**config.mk**
```make
export PLATFORM = sky130hd
export DESIGN_NAME = matmul_instr_seq
export DESIGN_NICKNAME = d
export VERILOG_FILES = /design/src/rtl/matmul_instr_seq.sv
export SDC_FILE = /design/constraint.sdc
export NUM_CORES = 1
export LEC_CHECK = 0
export ABC_CLOCK_PERIOD_IN_PS = 3700
export BUFFER_PORTS_ARGS = -buffer_cell sky130_fd_sc_hd__clkbuf_2
export CAP_MARGIN = 20
export CORE_ASPECT_RATIO = 1.1
export CORE_UTILIZATION = 54
export CTS_CLUSTER_DIAMETER = 120
export DETAILED_ROUTE_END_ITERATION = 10
export GPL_TIMING_DRIVEN = 0
export PLACE_DENSITY = 0.84
export SLEW_MARGIN = 20
export SYNTH_ARGS = -nofsm -noshare
export SYNTH_HDL_FRONTEND = slang
export SYNTH_SLANG_ARGS = --single-unit
```
**constraint.sdc**
```tcl
create_clock -name clk -period 3.7 [get_ports clk]
set_input_delay 1.11 -clock clk [delete_from_list [all_inputs] [get_ports clk]]
set_output_delay 1.11 -clock clk [all_outputs]
set_load 0.1 [all_outputs]
```
**src/rtl/matmul_instr_seq.sv**
```systemverilog
//==============================================================================
// Module      : matmul_instr_seq
// Description : Counter-driven MIPS instruction generator for C = A x B over
//               NxN matrices. Optional macro MATMUL_SEQ_NOP_EN inserts a NOP
//               between each mul and the add that consumes it.
// Revision    : 1.0 - initial release
//==============================================================================
`default_nettype none

module matmul_instr_seq #(
    parameter int N      = 3,
    parameter int A_BASE = 0,
    parameter int B_BASE = 9,
    parameter int C_BASE = 18
) (
    input  logic        clk,
    input  logic        rst,
    input  logic        start,
    input  logic        ready,
    output logic [31:0] instr,
    output logic        valid,
    output logic        busy,
    output logic        done,
    output logic [2:0]  row,
    output logic [2:0]  col
);

    typedef enum logic [2:0] {
        S_IDLE = 3'd0,
        S_CLR  = 3'd1,
        S_LDA  = 3'd2,
        S_LDB  = 3'd3,
        S_MUL  = 3'd4,
        S_ADD  = 3'd5,
        S_STO  = 3'd6,
        S_NOP  = 3'd7
    } state_t;

    localparam logic [2:0]  c_last   = 3'(N - 1);
    localparam logic [15:0] c_n      = 16'(N);
    localparam logic [15:0] c_a_base = 16'(A_BASE);
    localparam logic [15:0] c_b_base = 16'(B_BASE);
    localparam logic [15:0] c_c_base = 16'(C_BASE);

    state_t      r_state;
    state_t      w_state_nxt;
    logic [2:0]  r_i, r_j, r_k;
    logic [2:0]  w_i_nxt, w_j_nxt, w_k_nxt;
    logic        w_fin;
    logic [31:0] w_instr_nxt;
    logic [15:0] w_i16, w_j16, w_k16;

    // Everything advances on acceptance only, so a stall holds state for free.
    always_comb begin
        w_state_nxt = r_state;
        w_i_nxt     = r_i;
        w_j_nxt     = r_j;
        w_k_nxt     = r_k;
        w_fin       = 1'b0;
        if (r_state == S_IDLE) begin
            if (start) begin
                w_state_nxt = S_CLR;
                w_i_nxt     = 3'd0;
                w_j_nxt     = 3'd0;
                w_k_nxt     = 3'd0;
            end
        end else if (valid && ready) begin
            case (r_state)
                S_CLR: w_state_nxt = S_LDA;
                S_LDA: w_state_nxt = S_LDB;
                S_LDB: w_state_nxt = S_MUL;
`ifdef MATMUL_SEQ_NOP_EN
                S_MUL: w_state_nxt = S_NOP;
                S_NOP: w_state_nxt = S_ADD;
`else
                S_MUL: w_state_nxt = S_ADD;
`endif
                S_ADD: begin
                    if (r_k == c_last) begin
                        w_k_nxt     = 3'd0;
                        w_state_nxt = S_STO;
                    end else begin
                        w_k_nxt     = r_k + 3'd1;
                        w_state_nxt = S_LDA;
                    end
                end
                S_STO: begin
                    if (r_j != c_last) begin
                        w_j_nxt     = r_j + 3'd1;
                        w_state_nxt = S_CLR;
                    end else if (r_i != c_last) begin
                        w_j_nxt     = 3'd0;
                        w_i_nxt     = r_i + 3'd1;
                        w_state_nxt = S_CLR;
                    end else begin
                        w_i_nxt     = 3'd0;
                        w_j_nxt     = 3'd0;
                        w_state_nxt = S_IDLE;
                        w_fin       = 1'b1;
                    end
                end
                default: w_state_nxt = S_IDLE;
            endcase
        end
    end

    assign w_i16 = {13'd0, w_i_nxt};
    assign w_j16 = {13'd0, w_j_nxt};
    assign w_k16 = {13'd0, w_k_nxt};

    // The word for the upcoming state is encoded here so instr is a plain flop.
    always_comb begin
        w_instr_nxt = 32'd0;
        case (w_state_nxt)
            S_CLR: w_instr_nxt = {6'b001000, 5'd23, 5'd19, 16'd0};
            S_LDA: w_instr_nxt = {6'b100011, 5'd23, 5'd16, 16'(c_a_base + w_i16 * c_n + w_k16)};
            S_LDB: w_instr_nxt = {6'b100011, 5'd23, 5'd17, 16'(c_b_base + w_k16 * c_n + w_j16)};
            S_MUL: w_instr_nxt = {6'b000000, 5'd16, 5'd17, 5'd18, 5'd0, 6'b011000};
            S_ADD: w_instr_nxt = {6'b000000, 5'd18, 5'd19, 5'd19, 5'd0, 6'b100000};
            S_STO: w_instr_nxt = {6'b101011, 5'd23, 5'd19, 16'(c_c_base + w_i16 * c_n + w_j16)};
            default: w_instr_nxt = 32'd0;
        endcase
    end

    always_ff @(posedge clk or posedge rst) begin
        if (rst) begin
            r_state <= S_IDLE;
            r_i     <= 3'd0;
            r_j     <= 3'd0;
            r_k     <= 3'd0;
            instr   <= 32'd0;
            valid   <= 1'b0;
            busy    <= 1'b0;
            done    <= 1'b0;
            row     <= 3'd0;
            col     <= 3'd0;
        end else begin
            r_state <= w_state_nxt;
            r_i     <= w_i_nxt;
            r_j     <= w_j_nxt;
            r_k     <= w_k_nxt;
            instr   <= w_instr_nxt;
            valid   <= (w_state_nxt != S_IDLE);
            busy    <= (w_state_nxt != S_IDLE);
            done    <= w_fin;
            row     <= w_i_nxt;
            col     <= w_j_nxt;
        end
    end

endmodule

`default_nettype wire

```
; ---- Yosys cells after proc, flatten, opt, wreduce, memory -nomap -nowiden
; Cells that the tools add are included.
[classes]
addsub = 8
n_mul = 2
eq_ne = 15
n_mux = 29
reduce_logical = 3
[op_table]
columns = operator, count
row1 = one-hot mux 32 bit (6 select lines), 1
row2 = two-way mux 3 bit, 20
row3 = equality test 3 bit (second input constant), 6
row4 = one-hot mux 3 bit (6 select lines), 1
row5 = adder 16 x 3 -> 16 bit, 1
row6 = equality test 3 x 2 -> 1 bit (second input constant), 5
row7 = adder 6 x 3 -> 7 bit, 2
row8 = multiplier 3 x 2 -> 5 bit (second input constant), 2
row9 = adder 3 x 1 -> 3 bit (second input constant), 3
row10 = two-way mux 1 bit, 7
row11 = adder 4 x 5 -> 6 bit (first input constant), 1
row12 = adder 5 x 5 -> 6 bit (first input constant), 1
row13 = equality test 3 x 1 -> 1 bit (second input constant), 2
row14 = inequality test 3 x 2 -> 1 bit (second input constant), 2
row15 = logical NOT 3 bit, 1
row16 = nonzero test 3 bit, 1
row17 = logical AND 1 bit, 1
[totals]
reg_bits = 46
in_bits = 4
out_inout_bits = 41
wordCells = 64

; ---- Depth between registers and ports, before layout
; Gate-level depths: netlist of the first run.
[depth]
word_depth = 10
ltp_mapped = 17
depth_no_buf = 17

; ---- Worst setup path after synthesis of the first run
; OpenSTA, ideal clock, no wires.
[synth_path]
path_type = input port to flip-flop
startpoint = input port ready
endpoint = register instr[4]
setup_time_ns = 0.126
arrival_time_ns = 3.966
required_ns = 3.574
slack_ns = -0.392
path_stages = 16
path_buffers = 0
cell_sequence = nand4b_1 > nor2_1 > nand2_1 > o21ai_0 > ha_1 > inv_1 > fa_1 > inv_1 > ha_1 > ha_1 > a21o_1 > a21oi_1 > xnor2_1 > nand2_1 > a32oi_1 > o21ai_1
[synth_via]
elab_chain_cells = 7
word_cells_on_any_way = 23
cone_classes = add/sub (5) / mul (2) / eq/ne (6) / mux (9) / reduce/logical (1)
[synth_rtl]
columns = element, line
row1 = start: declaration, 19  ; input logic ready,
row2 = logical AND 1 bit *, 67  ; end else if (valid && ready) begin
row3 = two-way mux 3 bit *, 67
row4 = two-way mux 3 bit *, 60  ; if (r_state == S_IDLE) begin
row5 = via w_i_nxt[1], 48  ; logic [2:0] w_i_nxt, w_j_nxt, w_k_nxt;
row6 = multiplier 3 x 2 -> 5 bit *, "116, 120"
row7 = adder 5 x 5 -> 6 bit, 120  ; S_STO: w_instr_nxt = {6'b101011, 5'd23, 5'd19, 16'(c_c_base + w_i16 * c_n + w_j16)};
row8 = adder 6 x 3 -> 7 bit, 120
row9 = one-hot mux 32 bit (6 select lines) *, 114  ; case (w_state_nxt)
row10 = via w_instr_nxt[4], 50  ; logic [31:0] w_instr_nxt;
row11 = end signal: assignment, 142  ; instr <= w_instr_nxt;
row12 = end: declaration, 20  ; output logic [31:0] instr,
; Mark *: on every way through the listed nets, which the timed path passes. The rest lies on a longest branch.

; ---- Final worst setup path of the first run
[layout_path]
startpoint = input port start
endpoint = register instr[5]
[layout_via]
word_cells_on_any_way = 22
cone_classes = add/sub (5) / mul (2) / eq/ne (6) / mux (9)
[layout_lines]
columns = element, line
row1 = start: declaration, 18  ; input logic start,
row2 = two-way mux 3 bit *, 61  ; if (start) begin
row3 = two-way mux 3 bit *, 60
row4 = via w_j_nxt[1], 48
row5 = adder 6 x 3 -> 7 bit (on tied branches), "120, 117"
row6 = one-hot mux 32 bit (6 select lines) *, 114
row7 = via w_instr_nxt[5], 50
; Marks and branches as above.

==> reports/results.ini, run 1 <==
[run_status]
status = finished with violations
violations = negative setup slack

[yosys]
synth-edff-count = 0
yosysUniqueCellTypes = 48
synth.avg_cell_area_um2 = 9.291
synth.yosys.warnings = 0
synth-seq-cells = 29
synthCells = 223
syn_area_mm2 = 0.002072
synth-main-ff-cell = dfrtp_1
async_flop_share_pct = 100.0
ys_seq_area_share_pct = 35.02

[cells_and_area]
diodes = 0
drive_gt1_share_pct = 38.03
area_growth_syn_to_layout_pct = 31.58
fill_cells = 246
fin_cells = 334
fin_nets = 309
layout_common_cells = clkbuf_2, buf_4, dfrtp_1
final_common_cell = clkbuf_2
final_cell_area_mm2 = 0.002726

[timing]
slew_viol_final = 0
hold_ws_ps = 617.4
skew_ps = 3.816
fin_crit_sh_pct = 104.0
rsz0062_at_grt = true
period_needed_ps = 3850
hold_viol = 0
slew_headroom_pct = 51.75
worstMarginPinSlew_ps = 723.7
setup_violations = 3
setup_ws_ps = -149.7
clock.fmax_mhz = 259.8

[cts]
numClockSinks = 29
tritoncts = yes
max-clock-path-buffers = 2
htree_levels = 2
cts-buffers-inserted = 5
insertion_delay_ps = 280
clkTransAtPathRegs_ps = 60
cts_root_buf = clkbuf_8

[global_route]
grt-ovfl-total = 0
antenna_found_initial = 0
track_usage_pct = 26.24
grt_pass1_vias = 1729
grt_max_degree = 30
grt_pass1_wl_um = 7610

[critical_path]
startpoint_type = input pin
ff2ff_path_depth = 12
endpoint_kind = flip-flop
critical_path_arrival_ps = 4000
worst_ep_required_time_ps = 3850
critPathKind = input pin to flip-flop
path_max_fanout = 6

[placed_design]
postPlaceCellArea_mm2 = 0.002372
portBuffers = 32
pre_cts_ws_ps = -795.6
gp_congestion = 0.8590
hpwl_um = 3255
dp.cells = 316

[die]
core_area_mm2 = 0.003655
die_width_um = 61.06
ios = 45
start_util_pct = 56.69
rows = 23
die_area_mm2 = 0.004089
dieHeight_um = 66.97

[detailed_routing]
first_iter_violations = 122
route.detailed.drc = 0
drt_wl_total_um = 5065
final_antenna_net_count = 0
num_vias = 1842
vias_per_cell = 5.515
firstDrtPassIters = 5
wl_per_cell_um = 15.16

[worst_hold_path]
min_path_cells = 1
hp-class = flip-flop to flip-flop

[job]
cap_violations = 0

## registers in the layout (all words and copies together), names as in the netlist
register  count
instr        15
r_i           3
r_j           3
r_k           3
r_state       3
busy          1
done          1
## cells in the mapped netlist (2+ instances only)
master / n / area, µm²
clkbuf_1: 4 / 15.01
o31ai_1: 2 / 15.01
fa_1: 6 / 120.1
buf_4: 18 / 135.1
a21oi_1: 14 / 70.07
nand3_1: 4 / 20.02
a21o_1: 4 / 30.03
mux2_2: 3 / 33.78
a22oi_1: 3 / 22.52
dfrtp_1: 29 / 725.7
nor4_1: 2 / 12.51
xor2_1: 3 / 26.28
inv_1: 23 / 86.33
nand2_1: 19 / 71.32
o21ai_1: 3 / 15.01
o211ai_1: 2 / 15.01
nand2b_1: 2 / 12.51
ha_1: 16 / 200.2
and2_1: 5 / 31.28
o21ai_0: 10 / 50.05
nor2b_1: 4 / 25.02
and3_1: 2 / 12.51
xnor2_1: 5 / 43.79
nor2_1: 12 / 45.04
or3_1: 2 / 12.51
nor3b_1: 4 / 30.03
## per-stage QoR
| stage | setup TNS, ps | utilization (%) |
|---|---|---|
| global placement | -2174 | 64.91 |
| finish | -169.6 | 74.60 |
| CTS | -47.13 | 72.00 |
| detailed placement | -2593 | 64.91 |
| global route | -602.0 | 74.60 |
| floorplan | -473.1 | - |
## what timing repair did
item | 4_1_cts | 5_1_grt
buffers inserted | 8 | 3
setup endpoints to repair | 4 | 4
pin swaps | 5 | 9
hold buffers | 0 | 0
resized for setup | 19 | 14
## routing by layer
layer | routed length, µm | vias up | GRT usage (%)
met1 | 1921 | 884 | 28.11
met5 | 0 | - | 0
met4 | 271 | 0 | 16.19
li1 | - | 856 | -
met2 | 2619 | 72 | 45.24
met3 | 253 | 30 | 6.214
## worst paths after layout
kind | start | endpoint | slack (ps)
max in group asynchronous | rst | busy$_DFF_PP0_ | 2390
max reg2reg | r_state[0]$_DFF_PP0_ | instr[5]$_DFF_PP0_ | 170
min in group asynchronous | rst | instr[15]$_DFF_PP0_ | 880
min reg2reg | r_k[2]$_DFF_PP0_ | r_k[2]$_DFF_PP0_ | 620
max | start | instr[5]$_DFF_PP0_ | -150
min | r_k[2]$_DFF_PP0_ | r_k[2]$_DFF_PP0_ | 620
## worst max-delay path, cell delays in order
cell	delay [ps]
buf_6	70
or4b_4	520
a21boi_4	180
o21ai_2	210
o21ai_2	110
fa_1	600
ha_1	260
a21o_1	200
a21oi_2	190
nor2b_1	80
a21oi_1	230
a2bb2oi_2	150
o211ai_1	90
## cell families (layout without fill, tap and decap cells)
| kind of cell | after synthesis | count (layout) | share of synthesized area (%) |
|---|---|---|---|
| buffers and inverters | 46 | 96 | 11.65 |
| AO/OA/AOI/OAI | 48 | 48 | 15.16 |
| adder cells (fa/ha/maj) | 22 | 22 | 15.46 |
| multiplexers | 4 | 4 | 2.113 |
| flip-flops | 29 | 29 | 35.02 |
| AND/OR/NAND/NOR | 65 | 65 | 17.03 |
| other | 1 | 12 | 0.1810 |
| XOR/XNOR | 8 | 8 | 3.382 |
## cell type report
| cell class | instances | area (µm²) | area share (%) |
|---|---|---|---|
| clock inverters | 1 | 30.03 | 1.101 |
| repair buffers | 43 | 262.8 | 9.637 |
| plain buffers | 22 | 150.1 | 5.507 |
| well taps | 50 | 62.56 | 2.295 |
| multi-input cells | 159 | 1321 | 48.46 |
| flip-flops and latches | 29 | 726.9 | 26.66 |
| clock buffers | 7 | 86.33 | 3.167 |
| inverters | 23 | 86.33 | 3.167 |
Power of run 1 is not shown: default switching activity piles up to over one toggle a cycle in this logic, so the estimate is an artifact.
==> run 2: changes to the inputs <==
ABC_CLOCK_PERIOD_IN_PS = 3100   (was 3700)
CORE_UTILIZATION = 49   (was 54)
PLACE_DENSITY = 0.81   (was 0.84)
clock period = 3.1 ns   (was 3.7 ns; I/O delays follow)
==> reports/results.ini, run 2 (same netlist as run 1, synthesis figures left out) <==
[cts]
htree_levels = 2  ; unchanged
numClockSinks = 29  ; unchanged
max-clock-path-buffers = 2  ; unchanged
clkTransAtPathRegs_ps = 60  ; about the same
insertion_delay_ps = 270  ; was 280 ps
cts-buffers-inserted = 5  ; unchanged
ctsHoldBuffers = 0  ; unchanged
cts_root_buf = clkbuf_8  ; unchanged
tritoncts = yes  ; unchanged

[critical_path]
endpoint_kind = flip-flop  ; unchanged
startpoint_type = input pin  ; unchanged
worst_ep_required_time_ps = 3250  ; was 3850 ps
cpPeakStageDelay_ps = 390  ; was 600 ps
ff2ff_path_depth = 17  ; was 12
path_delay_family = compound AO/OA/AOI/OAI gates  ; unchanged
r2r_end = instr[4]$_DFF_PP0_  ; was instr[5]$_DFF_PP0_
regToRegSetupSlack_ps = -370  ; was 170 ps
path_max_fanout = 6  ; unchanged
cp_num_buf_inv = 4  ; was 1
crit_slowest_cell = fa_1  ; unchanged
reg2reg_from = r_j[0]$_DFF_PP0_  ; was r_state[0]$_DFF_PP0_
critical_path_arrival_ps = 3790  ; was 4000 ps
cp_cell_sequence = buf_8, nand4b_1, buf_4, o311a_4, or2_4, inv_2, fa_1, inv_2, ha_4, ha_4, a21o_1, a21oi_2, xnor2_1, nand2_1, a32oi_1, o21ai_1  ; was buf_6, or4b_4, a21boi_4, o21ai_2, o21ai_2, fa_1, ha_1, a21o_1, a21oi_2, nor2b_1, a21oi_1, a2bb2oi_2, o211ai_1
critPathKind = input pin to flip-flop  ; unchanged

[timing]
slew_viol_final = 0  ; unchanged
period_needed_ps = 3640
fin_tns_setup_ps = -2072  ; was -169.6 ps
clock.fmax_mhz = 274.7
slew_headroom_pct = 54.41  ; was 51.75%
worstMarginPinSlew_ps = 683.9  ; was 723.7 ps
hold_viol = 0  ; unchanged
fin_crit_sh_pct = 117.4
setup_ws_ps = -539.9  ; was -149.7 ps
skew_ps = 5.365  ; was 3.816 ps
setup_violations = 5  ; was 3
rsz0062_at_grt = true  ; unchanged

[die]
start_util_pct = 51.88  ; was 56.69%
die_width_um = 64  ; was 61.06 µm
die_area_mm2 = 0.004493  ; was 0.004089 mm²
ios = 45  ; unchanged
core_area_mm2 = 0.003994  ; was 0.003655 mm²
dieHeight_um = 70.20  ; was 66.97 µm
rows = 24  ; was 23

[cells_and_area]
diodes = 0  ; unchanged
layout_common_cells = clkbuf_2, buf_4, dfrtp_1  ; unchanged
fin_nets = 306  ; was 309
largest_reg_flops = 15  ; unchanged
drive_gt1_share_pct = 38.08  ; was 38.03%
area_growth_syn_to_layout_pct = 30.37  ; was 31.58%
multi_input_area_mm2 = 0.001316  ; was 0.001321 mm²
fill_cells = 285  ; was 246
final_common_cell = clkbuf_2  ; unchanged
regMostFlops = instr  ; unchanged
seq_area_um2 = 730.7  ; was 726.9 µm²

[global_route]
grt_pass1_wl_um = 7396  ; was 7610 µm
grt_pass1_vias = 1694  ; was 1729
grt_max_degree = 30  ; unchanged
grt-ovfl-total = 0  ; unchanged
track_usage_pct = 21.68  ; was 26.24%
antenna_found_initial = 0  ; unchanged

[job]
cap_violations = 0  ; unchanged

[detailed_routing]
wl_per_cell_um = 13.69  ; was 15.16 µm
num_vias = 1754  ; was 1842
vias_per_cell = 5.267  ; was 5.515
final_antenna_net_count = 0  ; unchanged
drt_wl_total_um = 4558  ; was 5065 µm
firstDrtPassIters = 4  ; was 5
route.detailed.drc = 0  ; unchanged
first_iter_violations = 56  ; was 122

[placed_design]
gp_congestion = 0.8662  ; was 0.8590
portBuffers = 32  ; unchanged
hpwl_um = 3205  ; was 3255 µm

[worst_hold_path]
min_path_cells = 1  ; unchanged
hp-class = flip-flop to flip-flop  ; unchanged
hold_end = r_k[2]$_DFF_PP0_  ; unchanged
worstHoldStart = r_k[2]$_DFF_PP0_  ; unchanged

[run_status]
status = finished with violations  ; unchanged
violations = negative setup slack  ; unchanged

-- run 2: changes by cell type in the layout (fill, tap and decap cells not counted), sizes merged --
| cell | delta |
|---|---|
| buf | -3 |
-- run 2: cell type report --
| type | instances | area share [%] |
|---|---|---|
| clock buffers | 7 | 3.196 |
| well taps | 52 | 2.409 |
| flip-flops and latches | 29 | 27.05 |
| plain buffers | 22 | 5.558 |
| multi-input cells | 159 | 48.73 |
| inverters | 23 | 3.196 |
| clock inverters | 1 | 1.112 |
| repair buffers | 40 | 8.754 |
-- run 2: worst max path at each step --
stage	from	end	slack, ps	depth (start not counted)
after global placement	ready	instr[4]$_DFF_PP0_	-1090	15
after detailed placement	ready	instr[4]$_DFF_PP0_	-1120	15
after global routing	ready	instr[4]$_DFF_PP0_	-690	18
after floorplan	start	instr[4]$_DFF_PP0_	-630	16
final	ready	instr[4]$_DFF_PP0_	-540	16
after CTS	ready	instr[4]$_DFF_PP0_	-560	17
-- run 2: worst reg2reg max path, stage by stage, from the launching register on --
cell	delay (ps)
dfrtp_2	460
nand4bb_1	390
nor2_4	280
o21ai_1	100
nand3_1	130
o21ai_4	80
ha_2	190
inv_2	50
fa_1	410
inv_2	100
ha_4	210
ha_4	200
a21o_1	160
a21oi_2	120
xnor2_1	130
nand2_1	60
a32oi_1	160
o21ai_1	110
-- run 2: metrics by stage --
| step | util [%] | instances | setup slack (ps) | hold slack (ps) | instance area, µm² |
|---|---|---|---|---|---|
| 2_1_floorplan | - | 234 | -625.3 | 591.1 | 2153 |
| 3_3_place_gp | 59.56 | 318 | -1088 | 592.5 | 2379 |
| 3_5_place_dp | 59.56 | 318 | -1115 | 593.3 | 2379 |
| 4_1_cts | 65.35 | 331 | -560.7 | 567.6 | 2610 |
| 5_1_grt | 67.64 | 333 | -689.8 | 634.9 | 2701 |
| 6_report | 67.64 | 333 | -539.9 | 605.6 | 2701 |
-- run 2: layer usage --
metal  part of all wire [%]  vias up  GRT usage [%]
met5                      0        -              0
met4                    4.0        0          11.11
met3                    3.7       17          2.614
met2                     52       50          38.53
met1                     40      836          25.21
li1                       -      851              -
-- run 2: what timing repair did --
item / 4_1_cts / 5_1_grt
resized for setup: 15 / 19
setup endpoints to repair: 5 / 5
hold endpoints to repair: 0 / 0
gates cloned: 0 / 0
buffers inserted: 6 / 2
pin swaps: 16 / 15
Power of run 2 is left out for the same reason.
